==> config.mk <==
export PLATFORM = sky130hd
export DESIGN_NAME = set_bit_iterator
export DESIGN_NICKNAME = d
export VERILOG_FILES = /design/src/rtl/set_bit_iterator.sv
export SDC_FILE = /design/constraint.sdc
export NUM_CORES = 1
export LEC_CHECK = 0
export ABC_AREA = 1
export CAP_MARGIN = 25
export CORE_AREA = 2 2 79 81
export CTS_BUF_LIST = sky130_fd_sc_hd__clkbuf_4
export CTS_CLUSTER_DIAMETER = 80
export DETAILED_ROUTE_END_ITERATION = 8
export DIE_AREA = 0 0 81 83
export PLACE_DENSITY = 0.77
export SETUP_SLACK_MARGIN = 0.1
export SYNTH_ARGS = -nofsm -noshare
export SYNTH_HDL_FRONTEND = slang
export SYNTH_SLANG_ARGS = --single-unit
==> constraint.sdc <==
create_clock -name clk -period 2.55 [get_ports clk]
set_input_delay 0.51 -clock clk [delete_from_list [all_inputs] [get_ports clk]]
set_output_delay 0.51 -clock clk [all_outputs]
set_load 0.01 [all_outputs]
==> src/rtl/set_bit_iterator.sv <==
// ============================================================================
//  Module   : set_bit_iterator
//  Purpose  : Accepts an N-bit flag word and emits one beat per set bit,
//             lowest index first; an all-zero word yields one empty beat.
//  Revision : 1.0  initial release
// ============================================================================
`default_nettype none

module set_bit_iterator #(
    parameter int N     = 32,
    parameter int IDX_W = 5
) (
    input  logic             clk,
    input  logic             rst,
    input  logic             in_valid,
    output logic             in_ready,
    input  logic [N-1:0]     in_data,
    output logic             out_valid,
    input  logic             out_ready,
    output logic [IDX_W-1:0] out_idx,
    output logic [N-1:0]     out_onehot,
    output logic             out_last,
    output logic             out_empty
);

    localparam logic [0:0]   c_st_idle = 1'b0;
    localparam logic [0:0]   c_st_busy = 1'b1;
    localparam logic [N-1:0] c_one     = {{(N-1){1'b0}}, 1'b1};

    // Mask of every bit position whose index has bit b set; OR-ing the
    // one-hot vector through these masks encodes its position.
    function automatic logic [N-1:0] index_mask(input int b);
        logic [N-1:0] m;
        m = '0;
        for (int i = 0; i < N; i++) begin
            m[i] = ((i >> b) & 1) == 1;
        end
        return m;
    endfunction

    logic [0:0]       r_state;
    logic [N-1:0]     r_pend;

    logic             w_busy;
    logic [N-1:0]     w_lowest;
    logic [N-1:0]     w_rest;
    logic [IDX_W-1:0] w_idx;
    logic             w_accept;
    logic             w_fire;

    assign w_busy   = (r_state == c_st_busy);
    assign w_lowest = r_pend & (~r_pend + c_one);
    assign w_rest   = r_pend & ~w_lowest;

    for (genvar b = 0; b < IDX_W; b++) begin : g_idx
        localparam logic [N-1:0] c_mask = index_mask(b);
        assign w_idx[b] = |(w_lowest & c_mask);
    end

    assign w_accept = in_valid & ~w_busy;
    assign w_fire   = w_busy & out_ready;

    // Outputs depend only on registered state, never on the input side.
    assign in_ready   = ~w_busy;
    assign out_valid  = w_busy;
    assign out_onehot = w_busy ? w_lowest : '0;
    assign out_idx    = w_busy ? w_idx : '0;
    assign out_empty  = w_busy & (r_pend == '0);
    assign out_last   = w_busy & (w_rest == '0);

    always_ff @(posedge clk or negedge rst) begin
        if (!rst) begin
            r_state <= c_st_idle;
            r_pend  <= '0;
        end else begin
            if (w_accept) begin
                r_pend  <= in_data;
                r_state <= c_st_busy;
            end else if (w_fire) begin
                r_pend <= w_rest;
                if (w_rest == '0) begin
                    r_state <= c_st_idle;
                end
            end
        end
    end

endmodule

`default_nettype wire

==> metrics.yaml <==
yosysTopAreaCell: "dfrtp_1"
violations: "design-rule violations, negative setup slack"
setup_violations: 26
instances_no_fill: 781
initialDrtViolationCount: 1339
cts_buffer_depth: 2
core_area_um2: 5820
grtUsageMet3: 0.103
route.detailed.drc: 73
grt_overflow: 0
worst-endpoint-arrival_ns: 2.65
n_fill_cell: 225
syn_to_final_growth_pct: 89.7
ys_ff_latch: 33
hpwlAfterDp_um: 9100
critPathCaptureType: "output pin"
vias: 5429
cts_buffers: 5
reg2regPathDepth: 14
place_ws_ns: -0.353
start_kind: "register"
grt_setup_unrepaired: "true"
netlist_area_um2: 2830
min_path_type: "in -> async"
fin_nets: 741
critPathKind: "reg -> out"
maxCapViolCount: 0
clkTransAtPathRegs_ns: 0.12
synth_cell_types: 28
synth_nets: 506
clock_sinks: 33
die_w_um: 81
syn_inst: 470
dpl.cell_count: 729
antenna_cells: 0
gp_congestion: 1.05
period_needed_ns: 3.16
ys.warnings.count: 0
grtUsageTotal: 0.453
row_count: 28
grt_pass1_vias: 4709
firstDrtPassIters: 9
wire_per_inst_um: 25.8
multi_input_area_um2: 2260
yosysTopAreaCellShare: 0.291
layout_setup_ws_ns: -0.610
skew_ns: 0.0104
io_buffers: 76
fmax_mhz: 316
avgSynthCellArea_um2: 6.03
worstPathMaxFanout: 4
synth.area.top_cells: "dfrtp_1 (29%), nand2_1 (16%), nor2_1 (13%)"
ctsHtreeMaxLevel: 2
dieArea_um2: 6720
drive_gt1_frac: 0.470
required_ns: 2.04
status: "finished with violations"
grt_use_met2: 0.714
wl_um: 20100
regArea_um2: 843
final_max_slew_viol_count: 0
clk_latency_ns: 0.36
grt_max_degree: 37
grt.busiest_layer: "met2"
holdBufCountCts: 0
clockRootBuffer: "clkbuf_4"
fin_crit_sh: 1.24
grt_pass1_wl_um: 23700
synth-seq-area-share: 0.291
tightest_slew_ns: 0.825
antenna_found_initial: 2
finalHoldViolations: 0
drtAntennaViolNets: 0
via_per_inst: 6.95
maxSlewHeadroom: 0.444
io_pins: 77
grtUsageMet1: 0.539
chipHeight_um: 83
tritoncts: "yes"
initial_core_util: 0.487
cells in the mapped netlist:
library cell  number
nor2_8             2
buf_1              2
clkinv_1           2
nand4_1           11
o21ai_1            5
nand3_1           21
nand2_4            5
buf_2              3
a21oi_1           45
clkinv_2           1
inv_2              4
dfrtp_1           33
clkbuf_1           9
o22ai_1            9
inv_1             34
a31oi_1            1
nand2_1          124
nor2_4             2
nand2_2            3
nor2_1            97
nand3b_1           2
o21ai_0           25
nand4_2            1
nor3b_1            1
nor3_1             8
nor2_2            14
nand3_4            1
o211ai_1           5
layer usage:
| layer | part of all wire | routed length [µm] |
|---|---|---|
| met1 | 0.31 | 6230 |
| met2 | 0.41 | 8200 |
| met3 | 0.16 | 3140 |
| met4 | 0.13 | 2560 |
| met5 | 0 | 0 |
flip-flops by register name (all words and copies together), names as in the netlist:
signal and count:
out_valid 1, r_pend 32
cells in the final DEF (no fill, tap or decap), drive strengths merged:
master,instances
a21oi,45
a31oi,1
buf,197
bufinv,1
clkbuf,7
clkdlybuf4s15,1
clkdlybuf4s50,39
clkinv,4
dfrtp,33
dlygate4sd2,3
dlymetal6s2s,1
inv,38
nand2,132
nand3,22
nand3b,2
nand4,12
nor2,115
nor3,8
nor3b,1
o211ai,5
o21ai,30
o22ai,9
metrics by stage:
step | setup TNS, ns | util | cell area (µm²) | hold WS (ns)
final | -6.37 | 0.924 | 5380 | 0.572
after global routing | -7.73 | 0.924 | 5380 | 0.602
after CTS | -1.00 | 0.879 | 5110 | 0.579
after detailed placement | -2.65 | 0.783 | 4550 | 0.552
after global placement | -2.32 | 0.783 | 4550 | 0.517
after floorplan | 0 | - | 2830 | 0.214
critical path, stage by stage (launching register included):
cell     delay, ns
dfrtp_1       0.50
nor2_2        0.23
nand2_1       0.23
nor2_1        0.27
nand2_1       0.14
nor2_4        0.16
nor2_1        0.08
nor2_1        0.12
nand2_1       0.08
nor2_2        0.12
nand3_1       0.11
nor2_1        0.11
buf_2         0.14
final cells by class:
| cell class | count | area share |
|---|---|---|
| Clock buffer | 6 | 0.00838 |
| Clock inverter | 2 | 0.00628 |
| Inverter | 41 | 0.0319 |
| Multi-Input combinational cell | 382 | 0.420 |
| Sequential cell | 33 | 0.157 |
| Tap cell | 75 | 0.0175 |
| Timing Repair Buffer | 242 | 0.360 |
cells by family after synthesis:
logic type,Yosys count,share of synthesized area
and+or+nand+nor,292,0.466
AOI/OAI and AO/OA,90,0.168
buffers and inverters,55,0.0746
DFF,33,0.291
timing repair:
item	4_1_cts	5_1_grt
endpoints found under the setup margin	36	35
gates resized for setup	236	63
pin swaps	39	31
buffers inserted	37	12
worst paths after layout:
kind	end	slack, ns	startpoint
max	out_last	-0.61	r_pend[23]
min	r_pend[22]	0.57	rst
max reg2reg	out_valid	0.23	r_pend[5]
min reg2reg	r_pend[26]	0.59	r_pend[26]
max in group asynchronous	r_pend[8]	1.61	rst
min in group clk	r_pend[26]	0.59	r_pend[26]
Power is not shown: default switching activity piles up to over one toggle a cycle in this logic, so the estimate is an artifact.
==> edit: new RTL, same flow settings <==
Change the parameter `N` from 32 to 16.
--- a/src/rtl/set_bit_iterator.sv
+++ b/src/rtl/set_bit_iterator.sv
@@ -7,7 +7,7 @@
 `default_nettype none
 
 module set_bit_iterator #(
-    parameter int N     = 32,
+    parameter int N     = 16,
     parameter int IDX_W = 5
 ) (
     input  logic             clk,
Ports: changed (resized in_data and out_onehot); port bits go from 77 to 45. The function was not compared with the original's and may differ.
==> edit against the original RTL <==
Clock skew is 0.0061 ns lower. Count of clock-buffer cells in the layout is 2 lower. Routed wire length is 76% lower. Sequential cell count is 16 lower. Synthesized cell count is 53% lower. Area after synthesis is 53% lower. Critical endpoint unchanged. Sequential share of layout area is 4.3 points higher. Worst setup slack better by 0.66 ns. Critical path type unchanged. Highest routed layer unchanged. Non-clock buffer count is 170 lower. Design area is 60% lower.
==> edit: results (changes against the original RTL) <==
** Layout
- The number of inserted filler cells in the final layout is 658 (+190%).
- The fraction of final layout cells with drive strength greater than 1 came to 0.2055 (-0.2648).
- Final-stage net count :: 313 (-58%)
- Diodes inserted :: 0 (unchanged)
- Number of flip-flops under the largest register name :: 16 (-50%)
- r_pend holds more flip-flops than any other register.

** Run status
- The flow ran to the end, and the final reports show no timing, DRC or antenna violations.

** Synth
- Number of enable-type register cells in the synthesized netlist :: 0 (unchanged)
- The Yosys warning count was 0 (unchanged).
- Post-Synthesis Cells :: 223 (-53%)
- Portion of the post-synthesis area used by sequential elements :: 0.3163 (+0.02489)
- Asr flop ratio synth :: 1.000 (unchanged)
- Ranked by total cell area, the synthesized netlist is headed by dfrtp_1 32%, nand2_1 16%, nor2_1 14%, a21oi_1 8.6%, inv_1 5.9%.
- Leading cell types by count after synthesis :: 56 x nand2_1, 50 x nor2_1, 23 x a21oi_1
- Dominant register cell in the synthesized netlist :: dfrtp_1
- The synthesized net count was 243 (-52%).
- The distinct cell type count of the synthesized netlist was 20 (-29%).

** Drt
- The mean number of vias per cell is 4.670 (-33%).
- The average wire per standard cell came to 12.98 um (-50%).
- DRC violation count after routing :: 0 (-100%)
- The total detailed-routing wirelength is 4.762 mm (-76%).
- The number of detailed-routing iterations run before antenna repair came to 4 (-5).
- Drt initial violations :: 140 (-90%)

** Global routing
- Antenna violations before repair :: 0 (-2)
- The largest net degree at the start of global routing came to 18 (-51%).
- Vias in the first global route :: 1662 (-65%)
- The aggregate global-route resource usage came to 0.1405 (-0.3126).
- The wire length of the first global-routing pass came to 7.500 mm (-68%).

** Power
- Peak supply drop :: 408.2 uV
- Leakage :: around 1.2 nW

** Timing
- Worst relative slew slack :: 0.4497 (+0.005792)
- The final clock skew is 0.004284 ns (-0.006118 ns).

** Clock tree
- CTS clk-pin slew, worst paths :: between 0.1 and 0.15 ns
- The H-tree level count came to 1 (-1).
- The number of buffers added by the clock tree synthesis step came to 3 (-2).
- Maximum buffer depth of the clock tree :: 2 (unchanged)
- Insertion delay of the later-clocked pin in the worst-skew pair :: 0.30 ns (-0.06 ns)
- Clock Tree Root :: clkbuf_4

** Worst setup path
- Crit Path Max Fanout :: 3 (-1)
- Cell type of the slowest stage on the worst timing path :: dfrtp_1
- The worst path arrival time was 2.00 ns (-0.65 ns).
- Startpoint of the worst-slack reg-to-reg timing path :: r_pend[1]
- CP max stage delay :: 0.42 ns (-0.08 ns)
- Worst path top cell family by delay :: simple AND/OR/NAND/NOR gates
- Origin of the worst setup path :: r_pend[1]

** Worst hold path
- Hold path start :: r_pend[10]
- Tightest Hold Check Type :: flop to flop

** Placed design
- The detailed placement HPWL came to 3.740 mm (-59%).
- Dpl ws :: -0.09260 ns (+0.2599 ns)
- Number of placed instances with taps included :: 358 (-51%)
- Port buffer count :: 43 (-43%)
- Routability Congestion :: 0.9323 (-11%)
edit: changes by cell type in the layout (fill, tap and decap cells not counted), moves of 11 or more:
cell and delta:
buf_4 -122, nand2_1 -49, buf_2 -26, nor2_1 -25
a21oi_1 -22, nor2_4 -22, buf_6 -16, nand2_2 -15
clkdlybuf4s50_1 -14, dfrtp_2 -12, nand2_4 -11
edit: layout make-up:
cell class                      count  area [um2]  area share
Clock buffer                        4       30.03     0.01403
Inverter                           22       82.58     0.03857
Multi-Input combinational cell    177       857.1      0.4004
Sequential cell                    17       427.9      0.1999
Tap cell                           75       93.84     0.04383
Timing Repair Buffer               72       649.4      0.3033
edit: power by group:
group	total, mW	switching [mW]	internal, mW	leakage [nW]
logic	2.23	1.25	0.973	0.948
registers	0.501	0.126	0.374	0.220
clock network	0.166	0.0945	0.0717	0.0184
edit: kinds of logic after synthesis:
logic type	count (synthesis)	synth area share
flip-flops	17	0.3163
AO/OA/AOI/OAI	43	0.1684
other	1	0.002788
buffers and inverters	29	0.08745
AND/OR/NAND/NOR	133	0.4251
edit: worst register-to-register path, stage by stage (launching register included):
cell,delay [ns]
dfrtp_1,0.42
nor2_4,0.17
buf_6,0.13
buf_12,0.10
nand3_1,0.08
nand2_1,0.07
inv_1,0.06
nor2_1,0.12
nand2_1,0.08
nor2_2,0.13
nand3_1,0.12
nand2_1,0.07
inv_1,0.03
edit: stage by stage:
stage	setup TNS [ns]	util	cell area (um2)
final	0	0.3681	2141
after global routing	-0.03202	0.3681	2141
after CTS	0	0.3589	2087
after detailed placement	-0.1144	0.3464	2014
after global placement	-0.1004	0.3464	2014
after floorplan	0	-	1345
edit: what timing repair did:
| item | CTS | global route |
|---|---|---|
| setup endpoints to repair | 16 | 11 |
| pin swaps | 3 | 9 |
| setup buffers | 3 | 2 |
| gates resized for setup | 36 | 18 |
edit: worst paths after layout:
kind | to | slack [ns] | depth (start not counted)
max in group asynchronous | r_pend[7] | 1.33 | 1
min in group asynchronous | r_pend[0] | 0.67 | 1
worst min register to register | r_pend[10] | 0.61 | 2
worst max register to register | out_valid | 0.87 | 12
worst max-delay path | out_last | 0.04 | 12
worst min-delay path | r_pend[10] | 0.61 | 2
edit: metal layers:
metal / global-route usage / wire, um / vias up
li1: - / - / 862
met3: 0.01087 / 260 / 5
met4: 0.03698 / 53 / 0
met2: 0.2427 / 2301 / 63
met5: 0 / 0 / -
met1: 0.1858 / 2147 / 784
